### src/rtl/irrigacao_pkg.sv
// Shared types and constants for the irrigation controller and its mode display.
// The state enum, the moisture thresholds and the {AS,US,GT} display codes all live here.
package irrigacao_pkg;

    typedef enum logic [2:0] {
        IDLE  = 3'd0,
        DRIP  = 3'd1,
        SPRAY = 3'd2,
        DWELL = 3'd3,
        FAULT = 3'd4
    } estado_t;

    localparam logic [1:0] SECO       = 2'd2;
    localparam logic [1:0] MUITO_SECO = 2'd3;

    // Display codes are ordered {AS, US, GT}
    localparam logic [2:0] DISP_IDLE  = 3'b000;
    localparam logic [2:0] DISP_DRIP  = 3'b001;
    localparam logic [2:0] DISP_SPRAY = 3'b100;
    localparam logic [2:0] DISP_DWELL = 3'b010;
    localparam logic [2:0] DISP_FAULT = 3'b011;

    function automatic logic [2:0] disp_code(input estado_t s);
        case (s)
            DRIP:    return DISP_DRIP;
            SPRAY:   return DISP_SPRAY;
            DWELL:   return DISP_DWELL;
            FAULT:   return DISP_FAULT;
            default: return DISP_IDLE;
        endcase
    endfunction

    function automatic int max3(input int a, input int b, input int c);
        int m;
        m = (a > b) ? a : b;
        return (m > c) ? m : c;
    endfunction

endpackage

### src/rtl/irrigacao_temporizador.sv
// Loadable down-counter for run and dwell timing.
// Load wins over decrement; the count never wraps below zero.
module irrigacao_temporizador #(
    parameter int TW = 5
) (
    input  logic          clk,
    input  logic          rst_n,
    input  logic          load,
    input  logic [TW-1:0] load_val,
    input  logic          en,
    output logic [TW-1:0] count,
    output logic          zero
);

    logic [TW-1:0] r_count;

    always_ff @(posedge clk or negedge rst_n) begin
        if (!rst_n) begin
            r_count <= '0;
        end else if (load) begin
            r_count <= load_val;
        end else if (en && (r_count != '0)) begin
            r_count <= r_count - 1'b1;
        end
    end

    assign count = r_count;
    assign zero  = (r_count == '0);

endmodule

### src/rtl/irrigacao_controlador.sv
// Irrigation valve sequencer: timed drip/sprinkler runs, forced dwell, tank-loss fault.
// Optional manual spray button is enabled by defining IRRIGA_MANUAL_EN.
module irrigacao_controlador
    import irrigacao_pkg::*;
#(
    parameter int DRIP_CYCLES  = 20,
    parameter int SPRAY_CYCLES = 12,
    parameter int DWELL_CYCLES = 8
) (
    input  logic       clk,
    input  logic       rst_n,
    input  logic [1:0] umidade,
    input  logic       tanque_ok,
`ifdef IRRIGA_MANUAL_EN
    input  logic       manual,
`endif
    output logic       AS,
    output logic       US,
    output logic       GT,
    output logic       ocupado
);

    localparam int TW = $clog2(max3(DRIP_CYCLES, SPRAY_CYCLES, DWELL_CYCLES) + 1);

    estado_t       r_state;
    estado_t       w_state_next;
    logic [2:0]    r_disp;
    logic          r_ocupado;
    logic          w_load;
    logic [TW-1:0] w_load_val;
    logic          w_en;
    logic [TW-1:0] w_count;
    logic          w_zero;
    logic          w_manual_edge;

`ifdef IRRIGA_MANUAL_EN
    logic r_manual_prev;

    always_ff @(posedge clk or negedge rst_n) begin
        if (!rst_n) begin
            r_manual_prev <= 1'b0;
        end else begin
            r_manual_prev <= manual;
        end
    end

    assign w_manual_edge = manual & ~r_manual_prev;
`else
    assign w_manual_edge = 1'b0;
`endif

    irrigacao_temporizador #(
        .TW(TW)
    ) u_temporizador (
        .clk      (clk),
        .rst_n    (rst_n),
        .load     (w_load),
        .load_val (w_load_val),
        .en       (w_en),
        .count    (w_count),
        .zero     (w_zero)
    );

    always_ff @(posedge clk or negedge rst_n) begin
        if (!rst_n) begin
            r_state   <= IDLE;
            r_disp    <= DISP_IDLE;
            r_ocupado <= 1'b0;
        end else begin
            r_state   <= w_state_next;
            r_disp    <= disp_code(w_state_next);
            r_ocupado <= (w_state_next != IDLE);
        end
    end

    // Tank loss is checked first in every state so it outranks timers and moisture
    always_comb begin
        w_state_next = r_state;
        w_load       = 1'b0;
        w_load_val   = '0;
        w_en         = 1'b0;
        case (r_state)
            IDLE: begin
                if (!tanque_ok) begin
                    w_state_next = FAULT;
                    w_load       = 1'b1;
                end else if (w_manual_edge || (umidade == MUITO_SECO)) begin
                    w_state_next = SPRAY;
                    w_load       = 1'b1;
                    w_load_val   = TW'(SPRAY_CYCLES - 1);
                end else if (umidade == SECO) begin
                    w_state_next = DRIP;
                    w_load       = 1'b1;
                    w_load_val   = TW'(DRIP_CYCLES - 1);
                end
            end
            DRIP, SPRAY: begin
                if (!tanque_ok) begin
                    w_state_next = FAULT;
                    w_load       = 1'b1;
                end else if (w_count == '0) begin
                    w_state_next = DWELL;
                    w_load       = 1'b1;
                    w_load_val   = TW'(DWELL_CYCLES - 1);
                end else begin
                    w_en = 1'b1;
                end
            end
            DWELL: begin
                if (!tanque_ok) begin
                    w_state_next = FAULT;
                    w_load       = 1'b1;
                end else if (w_zero) begin
                    w_state_next = IDLE;
                    w_load       = 1'b1;
                end else begin
                    w_en = 1'b1;
                end
            end
            FAULT: begin
                if (tanque_ok) begin
                    w_state_next = DWELL;
                    w_load       = 1'b1;
                    w_load_val   = TW'(DWELL_CYCLES - 1);
                end
            end
            default: begin
                w_state_next = IDLE;
                w_load       = 1'b1;
            end
        endcase
    end

    assign AS      = r_disp[2];
    assign US      = r_disp[1];
    assign GT      = r_disp[0];
    assign ocupado = r_ocupado;

endmodule

### config.mk
export PLATFORM = sky130hd
export DESIGN_NAME = irrigacao_controlador
export DESIGN_NICKNAME = d
export VERILOG_FILES = /design/src/rtl/irrigacao_pkg.sv /design/src/rtl/irrigacao_temporizador.sv /design/src/rtl/irrigacao_controlador.sv
export SDC_FILE = /design/constraint.sdc
export NUM_CORES = 1
export LEC_CHECK = 0
export ABC_AREA = 0
export CAP_MARGIN = 25
export CORE_MARGIN = 5
export CORE_UTILIZATION = 55
export CTS_CLUSTER_SIZE = 10
export DETAILED_ROUTE_END_ITERATION = 6
export GPL_TIMING_DRIVEN = 0
export PLACE_DENSITY_LB_ADDON = 0.05
export REMOVE_ABC_BUFFERS = 1
export SLEW_MARGIN = 20
export SYNTH_ARGS = -nofsm -noshare
export SYNTH_HDL_FRONTEND = slang
export SYNTH_SLANG_ARGS = --single-unit
### constraint.sdc
create_clock -name clk -period 2.95 [get_ports clk]
set_clock_uncertainty 0.15 [all_clocks]
set_input_delay 0.59 -clock clk [delete_from_list [all_inputs] [get_ports clk]]
set_output_delay 0.59 -clock clk [all_outputs]
set_load 0.01 [all_outputs]
==> results.md <==
- The effective utilization at floorplan is 59.57%.
- After synthesis the netlist holds a flip-flop and latch count of 12.
- The number of antenna diodes in the final layout is 0.
- The cell depth of the worst flop-to-flop path is 6.
- The portion of the clock cycle consumed by the worst path in the final layout is 72.51%.
- The die height is 48.01 um.
- The number of failing setup endpoints in the final timing report is 0.
- The DRC violation count after routing is 0.
- In the final layout, the share of cells above drive strength 1 is 8.421%.
- The number of global-route vias before repair is 640.
- After clock tree synthesis, the clock-pin slew on the worst setup and hold paths is 0.08 ns.
- The worst supply voltage drop on vdd is 0.0005273 V.
- The final hold violation count is 0.
- The core region is 1334 sq um.
- The post-detailed-placement half-perimeter wirelength is 1.181 mm.
- The tightest min-delay check is of the flip-flop to flip-flop type.
- The routed wire length per instance is 15.75 um.
- The total routed wirelength is 1.733 mm.
- Derived from the worst setup path, the maximum achievable clock frequency is 467.5 MHz.
- The worst hold path depth is 1.
- The count of pins over their slew limit is 0.
- Setup repair after global routing left no endpoint under its margin.
- The first global-routing pass estimated 2.863 mm of wire.
- The start of the worst register-to-register path is u_temporizador.count[0]$_DFFE_PN0P_.
- Traced cell by cell, the critical path runs through inv_1, ha_1, or4b_1, a211o_1, a21oi_2, nor2_1.
- After global routing the overflow that remains totals 0.
- The count of buffers inserted at the top-level ports is 8.
- Of all nets on the critical path, the largest fanout is 8.
- The prevailing post-synth register cell is sky130_fd_sc_hd__dfrtp_1.
- The first detailed-routing pass ran for 5 iterations.
- The cell area that synthesis handed to floorplanning was 794.5 sq um.
- The CTS tree is yes.
- The final cell area excluding filler cells is 905.9 sq um.
- The vias after detailed routing is 739.
- Among all stages on the critical path, the largest delay is contributed by sky130_fd_sc_hd__or4b_1.
- The deepest clock path buffer count is 2.
- Once the clock tree was built, the setup fixing pass inserted 0 buffers.
- The total routing resource utilization after global routing is 18.11%.
- The post-cts resize count is 0.
- The number of buffers and inverters on the critical path is 1.
- The required time of the critical path is 2.98 ns.
- The distinct cell type count of the synthesized netlist is 37.
- The net count reported at finish is 103.
- The run finished with clean final reports.
- The sequential share of the synthesized area is 37.80%.
- The arrival time at the worst endpoint is 2.17 ns.
- Synthesis produced 89 cells.
- The internal power of the cells totals 0.0005223 W.
- Row generation in the floorplan step produced 13 rows.
- The worst setup timing slack at the placement stage is 0.5670 ns.
- The startpoint-to-endpoint class of the critical path is flip-flop to flip-flop.
- The detailed router finished its first iteration with 25 violations.
- Net switching is 44.19% of the power.
- The endpoint identified for the worst register-to-register timing path is r_disp[0]$_DFF_PN0_.
- At the pin with the least slew margin, the transition time is 0.5676 ns.
- The total of hold buffers inserted after clock tree synthesis is 0.
- The critical path startpoint category is a flip-flop.
- The net switching power is 0.0004136 W.
- The layout overhead on the synthesized area is 14.02%.
- The number of H-tree levels is 1.
- The number of max-capacitance violations reported is 0.
- Counting flops with an async set or reset pin after synthesis yields a share of 100.0%.
- Dividing total power by cell area gives a power density of 1033 nW/um^2.
- The number of antenna violations at the first check in global routing is 0.
- On the critical path the largest part of the delay comes from simple AND/OR/NAND/NOR gates.
- The detail route stage leaves a number of antenna-violating nets equal to 0.
- The number of enable flip-flop cells after synthesis is 0.
- The static leakage power is 0.3694 nW.
- The worst setup path is captured at a flip-flop.
- Averaged over all synthesized cells, the footprint is 8.927 sq um.
- Measured along the x axis, the die boundary spans 48.01 um.
- The worst relative slew slack is 62.06%.
- Of the total power, combinational logic draws 51.5%.
- Using the TritonRoute via totals, the vias-per-cell ratio works out to 6.718.
- The clock net sink count is 12.
- Sequential cells account for 33.5% of the total power.
- Entering global routing, the biggest net connects 15 pins.
- The standard cell area after detailed placement is 869.6 sq um.
- The final weighted congestion in routability-driven placement is 0.8204.
- The Yosys step of the flow raised 0 warnings.
- The die covers 2304 sq um.
- The maximum single-stage delay on the critical path is 0.62 ns.
- The later pin in the worst-skew pair is clocked with a latency of 0.29 ns.
- The number of top-level pins is 9.
- The power after layout is 0.0009359 W.
- The clock network accounts for 15.0% of the total power.
- The register-to-register setup slack is 0.81 ns.
- The path with the worst hold slack has its endpoint at u_temporizador.count[1]$_DFFE_PN0P_.
- The root buffer selected by CTS is sky130_fd_sc_hd__clkbuf_4.
- After routing, the total negative slack on setup checks comes to 0 ns.
- The post-route minimum period is 2.139 ns.
- The fill cell total of the finished layout is 107.
- In this run, CTS created clock tree buffers numbering 3.
- The startpoint identified for the worst hold timing path is u_temporizador.count[1]$_DFFE_PN0P_.
- The worst-case setup margin in the final layout is 0.8109 ns.
[metrics by stage]
step / hold WS (ns) / util [%] / cells
2_1_floorplan: 0.1444 / - / 83
3_3_place_gp: 0.4100 / 65.20 / 106
3_5_place_dp: 0.4215 / 65.20 / 106
4_1_cts: 0.4430 / 67.92 / 110
5_1_grt: 0.4703 / 67.92 / 110
6_report: 0.4458 / 67.92 / 110
[worst max path at each step]
| stage | to | slack (ns) | depth (start not counted) | start |
|---|---|---|---|---|
| floorplan | r_disp[0]$_DFF_PN0_ | 1.02 | 6 | u_temporizador.count[0]$_DFFE_PN0P_ |
| global placement | u_temporizador.count[4]$_DFFE_PN0P_ | 0.57 | 5 | tanque_ok |
| detailed placement | u_temporizador.count[4]$_DFFE_PN0P_ | 0.57 | 5 | tanque_ok |
| CTS | r_disp[0]$_DFF_PN0_ | 0.82 | 6 | u_temporizador.count[0]$_DFFE_PN0P_ |
| global route | r_disp[0]$_DFF_PN0_ | 0.69 | 6 | u_temporizador.count[0]$_DFFE_PN0P_ |
| finish | r_disp[0]$_DFF_PN0_ | 0.81 | 6 | u_temporizador.count[0]$_DFFE_PN0P_ |
[cells by family after synthesis]
| group | after synthesis | synth area share [%] |
|---|---|---|
| AOI/OAI and AO/OA | 31 | 26.62 |
| and+or+nand+nor | 29 | 21.89 |
| DFF | 12 | 37.80 |
| buffers and inverters | 10 | 4.881 |
| xor gates and xnor gates | 4 | 4.410 |
| adders and majority gates | 2 | 3.149 |
| muxes | 1 | 1.260 |
[placed cells by master (no fill, tap or decap), types with 2 or more instances in the layout]
cell | Yosys | routed
sky130_fd_sc_hd__a211o_1 | 3 | 3
sky130_fd_sc_hd__a21oi_1 | 6 | 6
sky130_fd_sc_hd__a2bb2oi_1 | 2 | 2
sky130_fd_sc_hd__a31oi_1 | 3 | 3
sky130_fd_sc_hd__clkbuf_4 | 0 | 3
sky130_fd_sc_hd__clkdlybuf4s50_1 | 0 | 8
sky130_fd_sc_hd__dfrtp_1 | 12 | 12
sky130_fd_sc_hd__ha_1 | 2 | 2
sky130_fd_sc_hd__inv_1 | 4 | 4
sky130_fd_sc_hd__nand2_1 | 2 | 2
sky130_fd_sc_hd__nand2b_1 | 3 | 3
sky130_fd_sc_hd__nand3_1 | 2 | 2
sky130_fd_sc_hd__nand4_1 | 4 | 4
sky130_fd_sc_hd__nor2_1 | 7 | 7
sky130_fd_sc_hd__nor2b_1 | 2 | 2
sky130_fd_sc_hd__nor3_1 | 2 | 2
sky130_fd_sc_hd__o21ai_0 | 5 | 5
sky130_fd_sc_hd__o21ai_1 | 3 | 3
sky130_fd_sc_hd__xnor2_1 | 2 | 2
sky130_fd_sc_hd__xor2_1 | 2 | 2
[power by group through the flow]
stage	combinational [W]	clock, W	sequential (W)
global route	0.000536	0.000148	0.000327
detailed placement	0.000473	0	0.000312
finish	0.000482	0.000141	0.000313
CTS	0.000477	0.000142	0.000311
global placement	0.000469	0	0.000310
floorplan	0.000338	0	0.000307
[registers in the layout, summed over array words and instances (netlist names)]
| name | count |
|---|---|
| r_disp | 3 |
| ocupado | 1 |
| r_state | 3 |
| u_temporizador.count | 5 |
[metal layers]
| layer | up-vias | GRT usage [%] | wire [um] |
|---|---|---|---|
| met3 | 6 | 4.887 | 168 |
| li1 | 345 | - | - |
| met4 | 0 | 11.83 | 39 |
| met5 | - | 0 | 0 |
| met1 | 340 | 24.66 | 794 |
| met2 | 48 | 24.80 | 732 |
[area by class of cell]
type	instances	area (sq um)	share of cell area, %
Multi-Input combinational cell	67	455.4	50.28
Sequential cell	12	300.3	33.15
Timing Repair Buffer	8	80.08	8.840
Clock buffer	4	36.28	4.006
Tap cell	15	18.77	2.072
Inverter	4	15.01	1.657
[cell usage after synthesis (2+ instances only)]
| master | number | area, sq um |
|---|---|---|
| sky130_fd_sc_hd__ha_1 | 2 | 25.02 |
| sky130_fd_sc_hd__clkbuf_1 | 5 | 18.77 |
| sky130_fd_sc_hd__nor3_1 | 2 | 10.01 |
| sky130_fd_sc_hd__xnor2_1 | 2 | 17.52 |
| sky130_fd_sc_hd__nand2_1 | 2 | 7.510 |
| sky130_fd_sc_hd__a211o_1 | 3 | 26.28 |
| sky130_fd_sc_hd__a2bb2oi_1 | 2 | 17.52 |
| sky130_fd_sc_hd__o21ai_1 | 3 | 15.01 |
| sky130_fd_sc_hd__inv_1 | 4 | 15.01 |
| sky130_fd_sc_hd__nand4_1 | 4 | 25.02 |
| sky130_fd_sc_hd__nor2b_1 | 2 | 12.51 |
| sky130_fd_sc_hd__o21ai_0 | 5 | 25.02 |
| sky130_fd_sc_hd__xor2_1 | 2 | 17.52 |
| sky130_fd_sc_hd__nand3_1 | 2 | 10.01 |
| sky130_fd_sc_hd__nor2_1 | 7 | 26.28 |
| sky130_fd_sc_hd__a31oi_1 | 3 | 18.77 |
| sky130_fd_sc_hd__nand2b_1 | 3 | 18.77 |
| sky130_fd_sc_hd__a21oi_1 | 6 | 30.03 |
| sky130_fd_sc_hd__dfrtp_1 | 12 | 300.3 |
[worst reg2reg max path: stages (launching register included)]
cell and delay, ns:
sky130_fd_sc_hd__dfrtp_1 0.41, sky130_fd_sc_hd__inv_1 0.11, sky130_fd_sc_hd__ha_1 0.18, sky130_fd_sc_hd__or4b_1 0.62
sky130_fd_sc_hd__a211o_1 0.36, sky130_fd_sc_hd__a21oi_2 0.14, sky130_fd_sc_hd__nor2_1 0.07
Note: power is estimated with default switching activity, not from simulation.
